`src/rtl/fetch_unit.sv`:
```
// Instruction-fetch front end: credit-limited in-order fetch requests, response
// buffering into a small circular FIFO, and delivery to decode until the last instruction.
module fetch_unit #(
  parameter int PC_BIT      = 8,
  parameter int INST_ID_BIT = 8,
  parameter int OP_BIT      = 3,
  parameter int TAG_ID_BIT  = 2,
  parameter int IMM_BIT     = 4,
  parameter int FIFO_DEPTH  = 4
) (
  input  logic                   clk,
  input  logic                   rst_n,
  output logic                   fetch_vld,
  input  logic                   fetch_rdy,
  output logic [PC_BIT-1:0]      fetch_pc,
  output logic [INST_ID_BIT-1:0] fetch_id,
  input  logic                   inst_vld,
  output logic                   inst_rdy,
  input  logic [INST_ID_BIT-1:0] inst_id,
  input  logic                   inst_last,
  input  logic [OP_BIT-1:0]      inst_op,
  input  logic [TAG_ID_BIT-1:0]  inst_dst_reg,
  input  logic [TAG_ID_BIT-1:0]  inst_src_reg1,
  input  logic [TAG_ID_BIT-1:0]  inst_src_reg0,
  input  logic [IMM_BIT-1:0]     inst_imm,
  output logic                   dec_vld,
  input  logic                   dec_rdy,
  output logic [INST_ID_BIT-1:0] dec_id,
  output logic [OP_BIT-1:0]      dec_op,
  output logic [TAG_ID_BIT-1:0]  dec_dst_reg,
  output logic [TAG_ID_BIT-1:0]  dec_src_reg1,
  output logic [TAG_ID_BIT-1:0]  dec_src_reg0,
  output logic [IMM_BIT-1:0]     dec_imm,
  output logic                   dec_last,
  output logic                   fetch_done,
  output logic                   id_err
);

  localparam int CNT_BIT   = $clog2(FIFO_DEPTH + 1);
  localparam int PTR_BIT   = $clog2(FIFO_DEPTH);
  localparam int ENTRY_BIT = INST_ID_BIT + OP_BIT + 3 * TAG_ID_BIT + IMM_BIT + 1;

  typedef enum logic [1:0] {RUN, DRAIN, DONE} state_t;

  state_t               state, state_next;
  logic                 active;
  logic [CNT_BIT-1:0]   fifo_cnt, outstanding;
  logic [CNT_BIT:0]     credit_used;
  logic [PTR_BIT-1:0]   rd_ptr, wr_ptr;
  logic [INST_ID_BIT-1:0] exp_id;
  logic [ENTRY_BIT-1:0] mem [FIFO_DEPTH];
  logic [ENTRY_BIT-1:0] head;
  logic                 fifo_full, fetch_hs, resp_hs, push, pop;

  // active holds every handshake output low during reset and until the first clock after release
  assign fifo_full   = (fifo_cnt == CNT_BIT'(FIFO_DEPTH));
  assign credit_used = {1'b0, fifo_cnt} + {1'b0, outstanding};
  assign fetch_vld   = active && (state == RUN) && (credit_used < (CNT_BIT + 1)'(FIFO_DEPTH));
  assign inst_rdy    = active && !fifo_full;
  assign dec_vld     = (fifo_cnt != '0);
  assign fetch_done  = (state == DONE);

  assign fetch_hs = fetch_vld && fetch_rdy;
  assign resp_hs  = inst_vld && inst_rdy;
  assign push     = resp_hs && (state == RUN);
  assign pop      = dec_vld && dec_rdy;

  assign head = dec_vld ? mem[rd_ptr] : '0;
  assign {dec_id, dec_op, dec_dst_reg, dec_src_reg1, dec_src_reg0, dec_imm, dec_last} = head;

  always_comb begin
    state_next = state;
    case (state)
      RUN:     if (push && inst_last) state_next = DRAIN;
      DRAIN:   if (outstanding == '0 && fifo_cnt == '0) state_next = DONE;
      DONE:    state_next = DONE;
      default: state_next = state;
    endcase
  end

  always_ff @(posedge clk or negedge rst_n) begin
    if (!rst_n) begin
      state       <= RUN;
      active      <= 1'b0;
      fetch_pc    <= '0;
      fetch_id    <= '0;
      outstanding <= '0;
      fifo_cnt    <= '0;
      rd_ptr      <= '0;
      wr_ptr      <= '0;
      exp_id      <= '0;
      id_err      <= 1'b0;
    end else begin
      active <= 1'b1;
      state  <= state_next;
      if (fetch_hs) begin
        fetch_pc <= fetch_pc + 1'b1;
        fetch_id <= fetch_id + 1'b1;
      end
      if (fetch_hs && !resp_hs)
        outstanding <= outstanding + 1'b1;
      else if (!fetch_hs && resp_hs)
        outstanding <= outstanding - 1'b1;
      if (push) begin
        wr_ptr <= (wr_ptr == PTR_BIT'(FIFO_DEPTH - 1)) ? '0 : wr_ptr + 1'b1;
        exp_id <= exp_id + 1'b1;
        if (inst_id != exp_id) id_err <= 1'b1;
      end
      if (pop)
        rd_ptr <= (rd_ptr == PTR_BIT'(FIFO_DEPTH - 1)) ? '0 : rd_ptr + 1'b1;
      if (push && !pop)
        fifo_cnt <= fifo_cnt + 1'b1;
      else if (!push && pop)
        fifo_cnt <= fifo_cnt - 1'b1;
    end
  end

  // Storage needs no reset: entries are only observable through the count-gated head
  always_ff @(posedge clk) begin
    if (push)
      mem[wr_ptr] <= {inst_id, inst_op, inst_dst_reg, inst_src_reg1, inst_src_reg0, inst_imm, inst_last};
  end

endmodule
```
`config.mk`:
```
export PLATFORM = sky130hd
export DESIGN_NAME = fetch_unit
export DESIGN_NICKNAME = d
export VERILOG_FILES = /design/src/rtl/fetch_unit.sv
export SDC_FILE = /design/constraint.sdc
export NUM_CORES = 1
export LEC_CHECK = 0
export CAP_MARGIN = 20
export CORE_MARGIN = 1.5
export CORE_UTILIZATION = 55
export DETAILED_ROUTE_END_ITERATION = 10
export PLACE_DENSITY = 0.77
export REMOVE_ABC_BUFFERS = 1
export SYNTH_ARGS = -nofsm -noshare
export SYNTH_HDL_FRONTEND = slang
export SYNTH_SLANG_ARGS = --single-unit
```
`constraint.sdc`:
```
create_clock -name clk -period 3.7 [get_ports clk]
set_clock_uncertainty 0.05 [all_clocks]
set_input_delay 0.555 -clock clk [delete_from_list [all_inputs] [get_ports clk]]
set_output_delay 0.555 -clock clk [all_outputs]
set_load 0.005 [all_outputs]
```
**Word-level counts from Yosys, hierarchy flattened**

Memory sizes are Yosys's and may differ from the RTL's.
Cells that the tools add are included.

- Bits of input ports: 27
- Memory bits (writable): 88
- Register bits after elaboration: 38
- Word-level logic and storage cells: 69
- Memories: 1

Memories:

| name | words | bits a word | read ports | clocked after memory_dff | write ports | line | source |
|---|---|---|---|---|---|---|---|
| mem | 4 | 22 | 1 | 0 | 1 | 51 | `logic [ENTRY_BIT-1:0] mem [FIFO_DEPTH];` |

- Reduce and logical (&&, ||, !) cells: 27
- Equal/unequal tests: 8
- Multiplexer cells: 12
- Add/subtract/negate cells: 10
- Magnitude comparators: 1

Operators by type and width:

| operator | count |
|---|---|
| $add A8 B1 Y8 const B | 3 |
| $mux W22 | 1 |
| $logic_and A1 B1 Y1 | 13 |
| $mux W3 | 4 |
| $mux W2 | 4 |
| $ne A8 B8 Y1 | 1 |
| $add A3 B1 Y3 const B | 2 |
| $eq A2 B2 Y1 const B | 3 |
| $logic_not A3 Y1 | 2 |
| $pmux W2 S3 | 1 |
| $reduce_bool A3 Y1 | 2 |
| $sub A3 B1 Y3 const B | 2 |
| $logic_not A1 Y1 | 5 |
| $add A2 B1 Y2 const B | 2 |
| $add A3 B3 Y4 | 1 |
| $lt A4 B3 Y1 const B | 1 |
| $reduce_bool A2 Y1 | 2 |
| $eq A3 B3 Y1 const B | 1 |
| $reduce_and A3 Y1 | 1 |
| $eq A2 B1 Y1 const B | 1 |
| $logic_not A2 Y1 | 1 |
| $mux W1 | 2 |
| $ne A2 B1 Y1 const B | 1 |
| $ne A2 B2 Y1 const B | 1 |
| $reduce_and A2 Y1 | 1 |

**Longest topological paths before layout**

- Depth after elaboration: 9
- Depth in mapped cells: 12
- Depth with buffers taken out: 10

**Worst setup path before layout**

No wires, ideal clock.

- Kind: register to register
- From: register fifo_cnt[2]
- To: register outstanding[2]
- Slack: 1128 ps
- Required time: 3571 ps
- Buffers on the path: 2
- Setup time: 79 ps
- Cell stages (with the launch flop): 12
- Arrival: 2443 ps
- Cell sequence: dfrtp_1 ha_1 nor4b_1 and4_1 buf_2 buf_4 ha_1 inv_1 fa_1 xor2_1 nor2_1 xor2_1

- Cells in the longest elaborated chain, start to end: 7

Ends and longest elaborated chain:

| element | line | source |
|---|---|---|
| start: declaration | 47 | `logic [CNT_BIT-1:0] fifo_cnt, outstanding;` |
| start signal: assignment | 112 | `fifo_cnt <= fifo_cnt + 1'b1;` |
| start signal: assignment | 114 | `fifo_cnt <= fifo_cnt - 1'b1;` |
| $add A3 B3 Y4 * | 57 | `assign credit_used = {1'b0, fifo_cnt} + {1'b0, outstanding};` |
| $lt A4 B3 Y1 * | 58 | `assign fetch_vld = active && (state == RUN) && (credit_used < (CNT_BIT + 1)'(FIFO_DEPTH));` |
| $logic_and A1 B1 Y1 * | 58 |  |
| $logic_and A1 B1 Y1 * | 63 | `assign fetch_hs = fetch_vld && fetch_rdy;` |
| named net fetch_hs | 53 | `logic fifo_full, fetch_hs, resp_hs, push, pop;` |
| $logic_not A1 Y1 | 102 | `else if (!fetch_hs && resp_hs)` |
| $logic_and A1 B1 Y1 | 102 |  |
| $reduce_bool A2 Y1 (no line) | - |  |
| end signal: assignment | 101 | `outstanding <= outstanding + 1'b1;` |
| end signal: assignment | 103 | `outstanding <= outstanding - 1'b1;` |
| end: declaration | 47 |  |

Mark *: on every way through the listed nets, which the timed path passes. The rest lies on a longest branch.
A chain may end at the register's enable or synchronous reset.

**Final worst setup path**

- From: register rd_ptr[1]
- To: output port dec_id[1]

- Cells in the longest elaborated chain, start to end: 2

Ends and longest elaborated chain:

| element | line | source |
|---|---|---|
| start: declaration | 49 | `logic [PTR_BIT-1:0] rd_ptr, wr_ptr;` |
| start signal: assignment | 110 | `rd_ptr <= (rd_ptr == PTR_BIT'(FIFO_DEPTH - 1)) ? '0 : rd_ptr + 1'b1;` |
| $mem_v2 Z4 W22 | - |  |
| $mux W22 | 68 | `assign head = dec_vld ? mem[rd_ptr] : '0;` |
| end: declaration | 28 | `output logic [INST_ID_BIT-1:0] dec_id,` |

No other way between the ends.

==> flow_summary.ini <==
[power]
power_frac_comb_pct = 2.9
swShare_pct = 19.75
power.density_nw_per_um2 = 489.4
clkPwrFrac_pct = 50.2
leakage_nw = 2.585
ir_drop_uv = 320.3
intPower_mw = 2.661
switchingPower_uw = 654.7
p_seq_share_pct = 46.9

[yosys]
synthMuxAreaShare_pct = 11.32
synth_edf_count = 88
synth_cell_type_count = 33
netlist_instances = 306
synth.largest_area_cell = edfxtp_1
async_flop_share_pct = 30.16
synth-seq-cells = 126
syn_area_per_cell_um2 = 17.31
synth_top_family_by_area = multiplexers
syn_area_um2 = 5296
synth_top_area_share_pct = 49.89
synthSimpleGateAreaFrac_pct = 8.174
synth-xor-area-share_pct = 5.788
yosys_most_used_dff = edfxtp_1
yosysWarnings = 0
synth-compound-area-share_pct = 0.6378
synth_common_cells = edfxtp_1 (88), dfrtp_1 (38), and2_1 (28)
synthAdderAreaFrac_pct = 4.536
synth.most_common_cell = edfxtp_1
synth-seq-area-share_pct = 67.85
netlist_top_cells_area = edfxtp_1 (50%), dfrtp_1 (18%), mux4_2 (9.4%), xnor2_1 (4.3%), ha_1 (3.8%)

[routing]
vias = 2890
postRouteAntennaNets = 0
wirelength_mm = 9.531
drc = 0
dr.pass1.iters = 4
wl_per_cell_um = 17.85
via_per_inst = 5.412
first_iter_violations = 112

[global_route]
grt_pass1_vias = 2981
grt_usage_pct = 20.76
grt_pass1_wl_mm = 15.42
grt_max_degree = 39
antenna_found_initial = 0
grt_overflow = 0

[timing]
clock.fmax_mhz = 311.7
min_period_over_period_pct = 86.72
tns_ns = 0
hold_viol_final = 0
timing.hold.ws_ns = 0.1107
finalSetupViolations = 0
layout_setup_ws_ns = 0.4913
relSlewSlack_pct = 30.16
worstMarginPinSlew_ns = 1.048
grt_setup_unrepaired = false
slew_violations = 0
fin_crit_ns = 3.209

[flow_run]
maxCapViolations = 0

[clocking]
post_cts_resized = 0
clock_latency_ns = 0.51
cts_root_buffer = clkbuf_8
cts_max_path_buffers = 2
postCtsHoldBufs = 0
cts_buffers = 17
cts_tree = done
cts_setup_buffers = 0
clk_pin_slew_ns = 0.06
cts_sinks = 126
cts.htree.levels = 4

[floorplanning]
die-area_um2 = 10230
io_pins = 70
coreArea_um2 = 9284
fp.dieW_um = 101.1
num_rows = 35
die_h_um = 101.1
start_util_pct = 57.05

[critical_path]
start_kind = flip-flop
critPathRequiredTime_ns = 3.09
endpoint_kind = output port
reg2reg_slack_ns = 0.98
path_class = flip-flop to output port
path_max_fanout = 24
crit_arrival_ns = 2.60

[layout]
drive_gt1_share_pct = 17.53
num-nets-final = 437
num-fill-cells = 598
diodes = 0
area_growth_pct = 27.92
finalNonFillerCells = 534

[placement]
port_buffers = 69
place_ws_ns = 1.002
gp_congestion = 0.7694
dp_hpwl_mm = 5.889
place_inst = 502

[min_path]
hold_class = input pin to async pin

[outcome]
status = finished, final reports clean
==> layout by cell type, fill, tap and decap left out, drive strengths merged, types with 3 or more instances in the layout <==
master,synthesis,final
edfxtp,88,88
clkdlybuf4s50,0,68
dfrtp,38,38
and2,28,28
xnor2,26,26
mux4,22,22
clkbuf,4,21
ha,16,16
nand4,14,14
buf,8,11
and3,10,10
xor2,9,9
mux2,8,8
nand2,7,7
clkinv,0,7
inv,6,6
nor2,3,3
==> layer usage <==
layer / up-vias / part of all wire, % / GRT usage (%)
met5: - / 0 / 0
met4: 0 / 0.63 / 7.692
met3: 12 / 5.8 / 6.418
met2: 108 / 49 / 32.16
met1: 1443 / 44 / 28.14
li1: 1327 / - / -
==> cells by family (layout without fill, tap and decap cells) <==
kind of cell | Yosys count | after routing
adders and majority gates | 18 | 18
muxes | 31 | 31
AOI/OAI and AO/OA | 5 | 5
buffers and inverters | 18 | 117
and+or+nand+nor | 72 | 72
DFF | 126 | 126
other | 1 | 1
xor gates and xnor gates | 35 | 35
==> final timing paths <==
| check | startpoint | endpoint | depth (start not counted) |
|---|---|---|---|
| setup / recovery | rd_ptr[1] | dec_id[1] | 3 |
| hold / removal | rst_n | outstanding[2] | 1 |
| setup reg to reg | state[0] | outstanding[2] | 11 |
| hold reg to reg | fetch_id[7] | fetch_id[7] | 1 |
| max in group asynchronous | rst_n | exp_id[7] | 1 |
| min in group clk | fetch_id[7] | fetch_id[7] | 1 |
==> flip-flops by register name (all words and copies together), names as in the netlist <==
register,cells
fetch_id,8
outstanding,3
rd_ptr,2
state,2
id_err,1
active,1
fifo_cnt,3
fetch_pc,8
exp_id,8
wr_ptr,2
mem,88
==> power by group through the flow <==
stage          Sequential (mW)  Clock [mW]  Combinational (mW)
2_1_floorplan             1.58           0              0.0417
3_3_place_gp              1.58           0              0.0935
3_5_place_dp              1.58           0              0.0983
4_1_cts                   1.56        1.70              0.0988
5_1_grt                   1.56        1.76               0.109
6_report                  1.56        1.66              0.0975
==> per-stage QoR <==
step                      util [%]  instance area, um^2  total power, mW
after floorplan                  -                 5233            1.618
after CTS                    72.98                 6775            3.350
after detailed placement     66.29                 6155            1.681
after global routing         72.98                 6775            3.426
after global placement       66.29                 6155            1.677
final                        72.98                 6775            3.316
==> critical path, stage by stage (launching register included) <==
cell and delay, ns:
dfrtp_1 1.03, mux4_2 0.42, and2_1 0.19, clkdlybuf4s50_1 0.45
==> cell type report <==
cell class	count	area [um^2]	area share, %
inverters	6	22.52	0.3324
multi-input cells	162	1617	23.86
repair buffers	79	760.7	11.23
clock buffers	21	491.7	7.258
flip-flops and latches	126	3593	53.04
well taps	129	161.4	2.382
clock inverters	11	128.9	1.902
No activity file was read; power rests on OpenSTA's default activity.
